File: config.mk
export PLATFORM = sky130hd
export DESIGN_NAME = mic_lclk_lock_ctrl
export DESIGN_NICKNAME = d
export VERILOG_FILES = /design/src/rtl/mic_lclk_lock_ctrl.sv
export SDC_FILE = /design/constraint.sdc
export NUM_CORES = 1
export LEC_CHECK = 0
export ABC_AREA = 0
export CAP_MARGIN = 20
export CORE_MARGIN = 2
export CORE_UTILIZATION = 53
export CTS_CLUSTER_SIZE = 16
export DETAILED_ROUTE_END_ITERATION = 10
export PLACE_DENSITY_LB_ADDON = 0.1
export SETUP_SLACK_MARGIN = 0.3
export SYNTH_ARGS = -nofsm -noshare
export SYNTH_HDL_FRONTEND = slang
export SYNTH_SLANG_ARGS = --single-unit
File: constraint.sdc
create_clock -name mic_clk -period 3.1 [get_ports mic_clk]
set_clock_uncertainty 0.1 [all_clocks]
set_input_delay 0.62 -clock mic_clk [delete_from_list [all_inputs] [get_ports mic_clk]]
set_output_delay 0.62 -clock mic_clk [all_outputs]
set_load 0.02 [all_outputs]
File: src/rtl/mic_lclk_lock_ctrl.sv
// mic_lclk_lock_ctrl: measures the tclk period in mic_clk cycles, qualifies each
// measurement against [win_lo, win_hi] and runs the IDLE/ACQ/LOCKED/HOLD lock
// sequencer. A missing tclk (pos_cnt reaching TIMEOUT) is treated as a lost
// reference. The fault flag is sticky and records lock loss.
//
// Output handshake: meas_vld is a one-cycle valid pulse with no ready. meas_cnt
// is updated on the same edge and holds until the next measurement or IDLE.
// The consumer must take the value in the cycle where meas_vld is high.
module mic_lclk_lock_ctrl #(
  parameter int CW       = 16,
  parameter int LOCK_N   = 4,
  parameter int UNLOCK_N = 2,
  parameter int TIMEOUT  = 'hFFF0
) (
  input  logic          mic_clk,
  input  logic          rst,
  input  logic          en,
  input  logic          tclk,
  input  logic [CW-1:0] win_lo,
  input  logic [CW-1:0] win_hi,
  input  logic          fault_clr,
  output logic [CW-1:0] meas_cnt,
  output logic          meas_vld,
  output logic          lock,
  output logic          fault,
  output logic [1:0]    state
);

  typedef enum logic [1:0] {
    IDLE   = 2'd0,
    ACQ    = 2'd1,
    LOCKED = 2'd2,
    HOLD   = 2'd3
  } state_t;

  localparam logic [3:0]    LOCK_TGT   = 4'(LOCK_N);
  localparam logic [3:0]    UNLOCK_TGT = 4'(UNLOCK_N);
  localparam logic [CW-1:0] TMO        = CW'(TIMEOUT);

  state_t        state_q;
  logic [1:0]    tclk_r;
  logic [CW-1:0] pos_cnt;
  logic          armed;
  logic [3:0]    good_cnt;
  logic [3:0]    bad_cnt;

  logic tclk_pos;
  logic in_win;
  logic timeout;
  logic meas_evt;

  // tclk_pos marks the cycle after a synchronized rising edge of tclk.
  // The first edge after arming only starts the interval. A timeout is
  // suppressed when an edge arrives in the same cycle.
  assign tclk_pos = ~tclk_r[1] & tclk_r[0];
  assign in_win   = (pos_cnt >= win_lo) && (pos_cnt <= win_hi);
  assign timeout  = (pos_cnt == TMO) && !tclk_pos;
  assign meas_evt = tclk_pos && armed;
  assign state    = state_q;

  // Two-stage synchronizer for the asynchronous reference clock
  always_ff @(posedge mic_clk or negedge rst) begin
    if (!rst) begin
      tclk_r <= 2'b00;
    end else begin
      tclk_r <= {tclk_r[0], tclk};
    end
  end

  // Period counter, measurement capture and lock sequencer
  always_ff @(posedge mic_clk or negedge rst) begin
    if (!rst) begin
      state_q  <= IDLE;
      pos_cnt  <= '0;
      armed    <= 1'b0;
      meas_cnt <= '0;
      meas_vld <= 1'b0;
      good_cnt <= 4'd0;
      bad_cnt  <= 4'd0;
      lock     <= 1'b0;
      fault    <= 1'b0;
    end else begin
      meas_vld <= 1'b0;
      if (!en || state_q == IDLE) begin
        // Disabled or idle: everything is cleared, and an enabled idle moves to ACQ
        state_q  <= en ? ACQ : IDLE;
        pos_cnt  <= '0;
        armed    <= 1'b0;
        meas_cnt <= '0;
        good_cnt <= 4'd0;
        bad_cnt  <= 4'd0;
        lock     <= 1'b0;
        fault    <= 1'b0;
      end else begin
        // A clear request loses to any fault set event later in this block
        if (fault_clr) fault <= 1'b0;

        if (tclk_pos) begin
          pos_cnt <= '0;
          armed   <= 1'b1;
        end else if (timeout) begin
          pos_cnt <= '0;
          armed   <= 1'b0;
        end else begin
          pos_cnt <= pos_cnt + 1'b1;
        end

        if (meas_evt) begin
          meas_cnt <= pos_cnt;
          meas_vld <= 1'b1;
          case (state_q)
            ACQ: begin
              if (in_win) begin
                bad_cnt <= 4'd0;
                if (good_cnt + 4'd1 == LOCK_TGT) begin
                  state_q  <= LOCKED;
                  lock     <= 1'b1;
                  good_cnt <= 4'd0;
                end else begin
                  good_cnt <= good_cnt + 4'd1;
                end
              end else begin
                good_cnt <= 4'd0;
              end
            end
            LOCKED: begin
              if (!in_win) begin
                good_cnt <= 4'd0;
                if (UNLOCK_TGT == 4'd1) begin
                  state_q <= ACQ;
                  lock    <= 1'b0;
                  fault   <= 1'b1;
                  bad_cnt <= 4'd0;
                end else begin
                  state_q <= HOLD;
                  bad_cnt <= 4'd1;
                end
              end else begin
                bad_cnt <= 4'd0;
              end
            end
            HOLD: begin
              if (in_win) begin
                state_q <= LOCKED;
                bad_cnt <= 4'd0;
              end else if (bad_cnt + 4'd1 == UNLOCK_TGT) begin
                state_q  <= ACQ;
                lock     <= 1'b0;
                fault    <= 1'b1;
                good_cnt <= 4'd0;
                bad_cnt  <= 4'd0;
              end else begin
                good_cnt <= 4'd0;
                bad_cnt  <= bad_cnt + 4'd1;
              end
            end
            default: ;
          endcase
        end else if (timeout) begin
          // A missing reference restarts acquisition. It is a lock loss only when locked.
          good_cnt <= 4'd0;
          bad_cnt  <= 4'd0;
          if (state_q == LOCKED || state_q == HOLD) begin
            state_q <= ACQ;
            lock    <= 1'b0;
            fault   <= 1'b1;
          end
        end
      end
    end
  end

endmodule

==> results.cfg <==
[clock_network]
cts_buffers = 5
htree_levels = 2
cts_max_path_buffers = 2
ctsHoldBuffers = 0
cts_tree = built
cts.sinks = 48
clock_latency_ps = 290
path_clk_slew_ps = 90
root_buffer = clkbuf_8

[floorplanning]
num_io_pins = 58
rows = 27
initial_utilization_pct = 55.5
die_w_um = 80.4
dieArea_um2 = 6460
die_h_um = 80.4
coreArea_um2 = 5570

[synth]
netlist_area_um2 = 3090
synth.avg_cell_area_um2 = 8.59
async_reset_ff_share_pct = 100
synth_edf_count = 0
syn_inst = 360
syn-num-nets = 435
synth_cell_types = 45
yosys_warnings = 0
synth-seq-cells = 48
synth_ff_type = dfrtp_1
yosysSeqAreaShare_pct = 38.8

[routing]
drt_wl_total_um = 8790
drtPass1Iterations = 4
ant_nets = 0
vias = 2948
routed_via_density = 5.85
drt_iter0_drc = 269
drc = 0
wl_per_cell_um = 17.4

[sta]
fin_ws_ps = 322
finalSetupTns_ps = 0
period_share_pct = 89.6
rsz0062_at_grt = false
hold_viol_final = 0
fin_hold_ws_ps = 52.8
drv_slew = 0
setup_viol = 0
tightest_slew_ps = 582
slew_headroom_pct = 60.8
fin_crit_ps = 2780
fmax_mhz = 360

[pwr]
clockPowerShare_pct = 26.9
pwr_density_cell_nw_per_um2 = 338
switching_power_mw = 0.467
combPwrFrac_pct = 26.7
power.leakage_nw = 2.03
netSwitchingFraction_pct = 31.6
finalPower_mw = 1.48
seq_power_share_pct = 46.3
internal_power_mw = 1.01
peakVddDrop_mv = 0.265

[run_status]
status = completed

[critical_path]
reg2regPathDepth = 9
r2r_end = bad_cnt[2]$_DFFE_PN0P_
cp_slowest_cell = or4_4
worstSetupPathType = input port to flop
worst_setup_path_start_kind = input port
cp.arrival_ps = 2870
critPathMaxFanout = 4
endpoint = bad_cnt[2]$_DFFE_PN0P_
max_stage_delay_ps = 550
reg2reg_from = pos_cnt[11]$_DFF_PN0_
crit_start = win_hi[10]
reg2reg_slack_ps = 370
cp-end-kind = flop
crit_required_ps = 3190
path_cells = dlygate4sd2_1, inv_2, ha_4, nand4_1, buf_4, or4_4, a21o_1, buf_6, buf_4, o211a_1, a21o_1

[flow_run]
maxCapViolCount = 0

[layout]
nFillCells = 360
final_util_pct = 78.5
area_delta_synth_final_pct = 41.4
final_nets = 507
drive_gt1_share_pct = 20.1
postLayoutCellArea_um2 = 4370
antenna_cells = 0
fin_cells = 504

[placement]
numPortBuffers = 57
dp_hpwl_um = 5540
routabilityCongestion = 0.885
dpl_worst_slack_ps = -243
dp.cells = 493
dpl-instance-area_um2 = 3800

[global_route]
grt_pass1_wl_um = 13600
antenna_found_initial = 0
grt_max_degree = 49
gr-total-overflow = 0
grt_pass1_vias = 2962
grt_use_total_pct = 26.9

[hold_path]
hold_class = input port to asynchronous set/reset pin
[what timing repair did]
| item | CTS | global route |
|---|---|---|
| resized for setup | 36 | 60 |
| setup endpoints to repair | 12 | 12 |
| pin swaps | 22 | 35 |
| buffers inserted | 2 | 1 |
[Yosys cell counts, types with 2 or more instances]
cell	n	area, um^2
nand2_1	54	203
dfrtp_1	48	1200
inv_1	44	165
ha_1	38	475
a21oi_1	35	175
nor2_1	31	116
nand3_1	13	65.1
o21ai_0	11	55.1
nand4_1	9	56.3
xor2_1	9	78.8
xnor2_1	8	70.1
clkbuf_1	6	22.5
a22o_1	5	43.8
and3_1	4	25.0
nor2b_1	3	18.8
nor3_1	3	15.0
or4_1	3	22.5
a21boi_0	2	15.0
a21o_1	2	15.0
a32o_1	2	20.0
and2_1	2	12.5
nand2b_1	2	12.5
o21a_1	2	15.0
o221ai_1	2	17.5
or3_1	2	12.5
[area by class of cell]
cell class                      instances  area, um^2  area share [%]
Sequential cell                        48        1200            27.5
Clock buffer                            7        96.3            2.20
Tap cell                               72        90.1            2.06
Multi-Input combinational cell        261        2090            47.7
Inverter                               44         165            3.78
Timing Repair Buffer                   72         733            16.8
[flip-flops by register name, summed over array words and instances, names as in the netlist]
signal,count
meas_cnt,16
pos_cnt,16
bad_cnt,4
good_cnt,4
state,2
tclk_r,2
armed,1
fault,1
lock,1
meas_vld,1
[worst min path at each step]
| stage | startpoint | endpoint | slack, ps | cells past startpoint |
|---|---|---|---|---|
| after floorplan | rst | armed$_DFFE_PN0P_ | 220 | 0 |
| final | rst | meas_cnt[4]$_DFFE_PN0P_ | 50 | 1 |
| after global routing | rst | pos_cnt[3]$_DFF_PN0_ | 50 | 1 |
| after CTS | tclk_r[0]$_DFF_PN0_ | tclk_r[1]$_DFF_PN0_ | 320 | 0 |
| after global placement | tclk_r[0]$_DFF_PN0_ | tclk_r[1]$_DFF_PN0_ | 260 | 0 |
| after detailed placement | tclk_r[0]$_DFF_PN0_ | tclk_r[1]$_DFF_PN0_ | 270 | 0 |
[cell usage in the layout, fill, tap and decap left out, types with 9 or more instances in the layout]
| master | netlist | layout |
|---|---|---|
| nand2_1 | 54 | 54 |
| dfrtp_1 | 48 | 48 |
| clkdlybuf4s50_1 | 0 | 33 |
| nor2_1 | 31 | 30 |
| a21oi_1 | 35 | 30 |
| inv_1 | 44 | 23 |
| inv_2 | 0 | 21 |
| ha_4 | 0 | 20 |
| ha_1 | 38 | 18 |
| dlymetal6s2s_1 | 0 | 18 |
| buf_4 | 0 | 13 |
| nand3_1 | 13 | 12 |
| nand4_1 | 9 | 9 |
| xor2_1 | 9 | 9 |
[kinds of logic (layout without fill, tap and decap cells)]
group / Yosys count / count (layout) / share of synthesized area (%)
adder cells (fa/ha/maj): 38 / 38 / 15.4
flip-flops: 48 / 48 / 38.8
buffers and inverters: 51 / 123 / 6.19
AND/OR/NAND/NOR: 134 / 134 / 20.2
AO/OA/AOI/OAI: 72 / 72 / 14.6
XOR/XNOR: 17 / 17 / 4.81
[critical path, delay by kind of cell]
family | cells | cell delay [ps]
adder cells (fa/ha/maj) | 1 | 270
buffers and inverters | 5 | 730
AO/OA/AOI/OAI | 3 | 510
AND/OR/NAND/NOR | 2 | 740
[per-layer routing]
layer  wire length (um)  GRT usage [%]  up-vias
met3                520           4.27       16
met5                  0              0        -
met2               4570           48.0      110
met4                159           5.42        0
met1               3540           34.4     1444
li1                   -              -     1378
[power by group through the flow]
stage               logic, mW  clock network (mW)  registers [mW]
floorplan               0.168                   0           0.703
global placement        0.326                   0           0.696
detailed placement      0.332                   0           0.696
CTS                     0.356               0.402           0.684
global route            0.431               0.428           0.690
finish                  0.395               0.399           0.686
No activity file was read; power rests on OpenSTA's default activity.
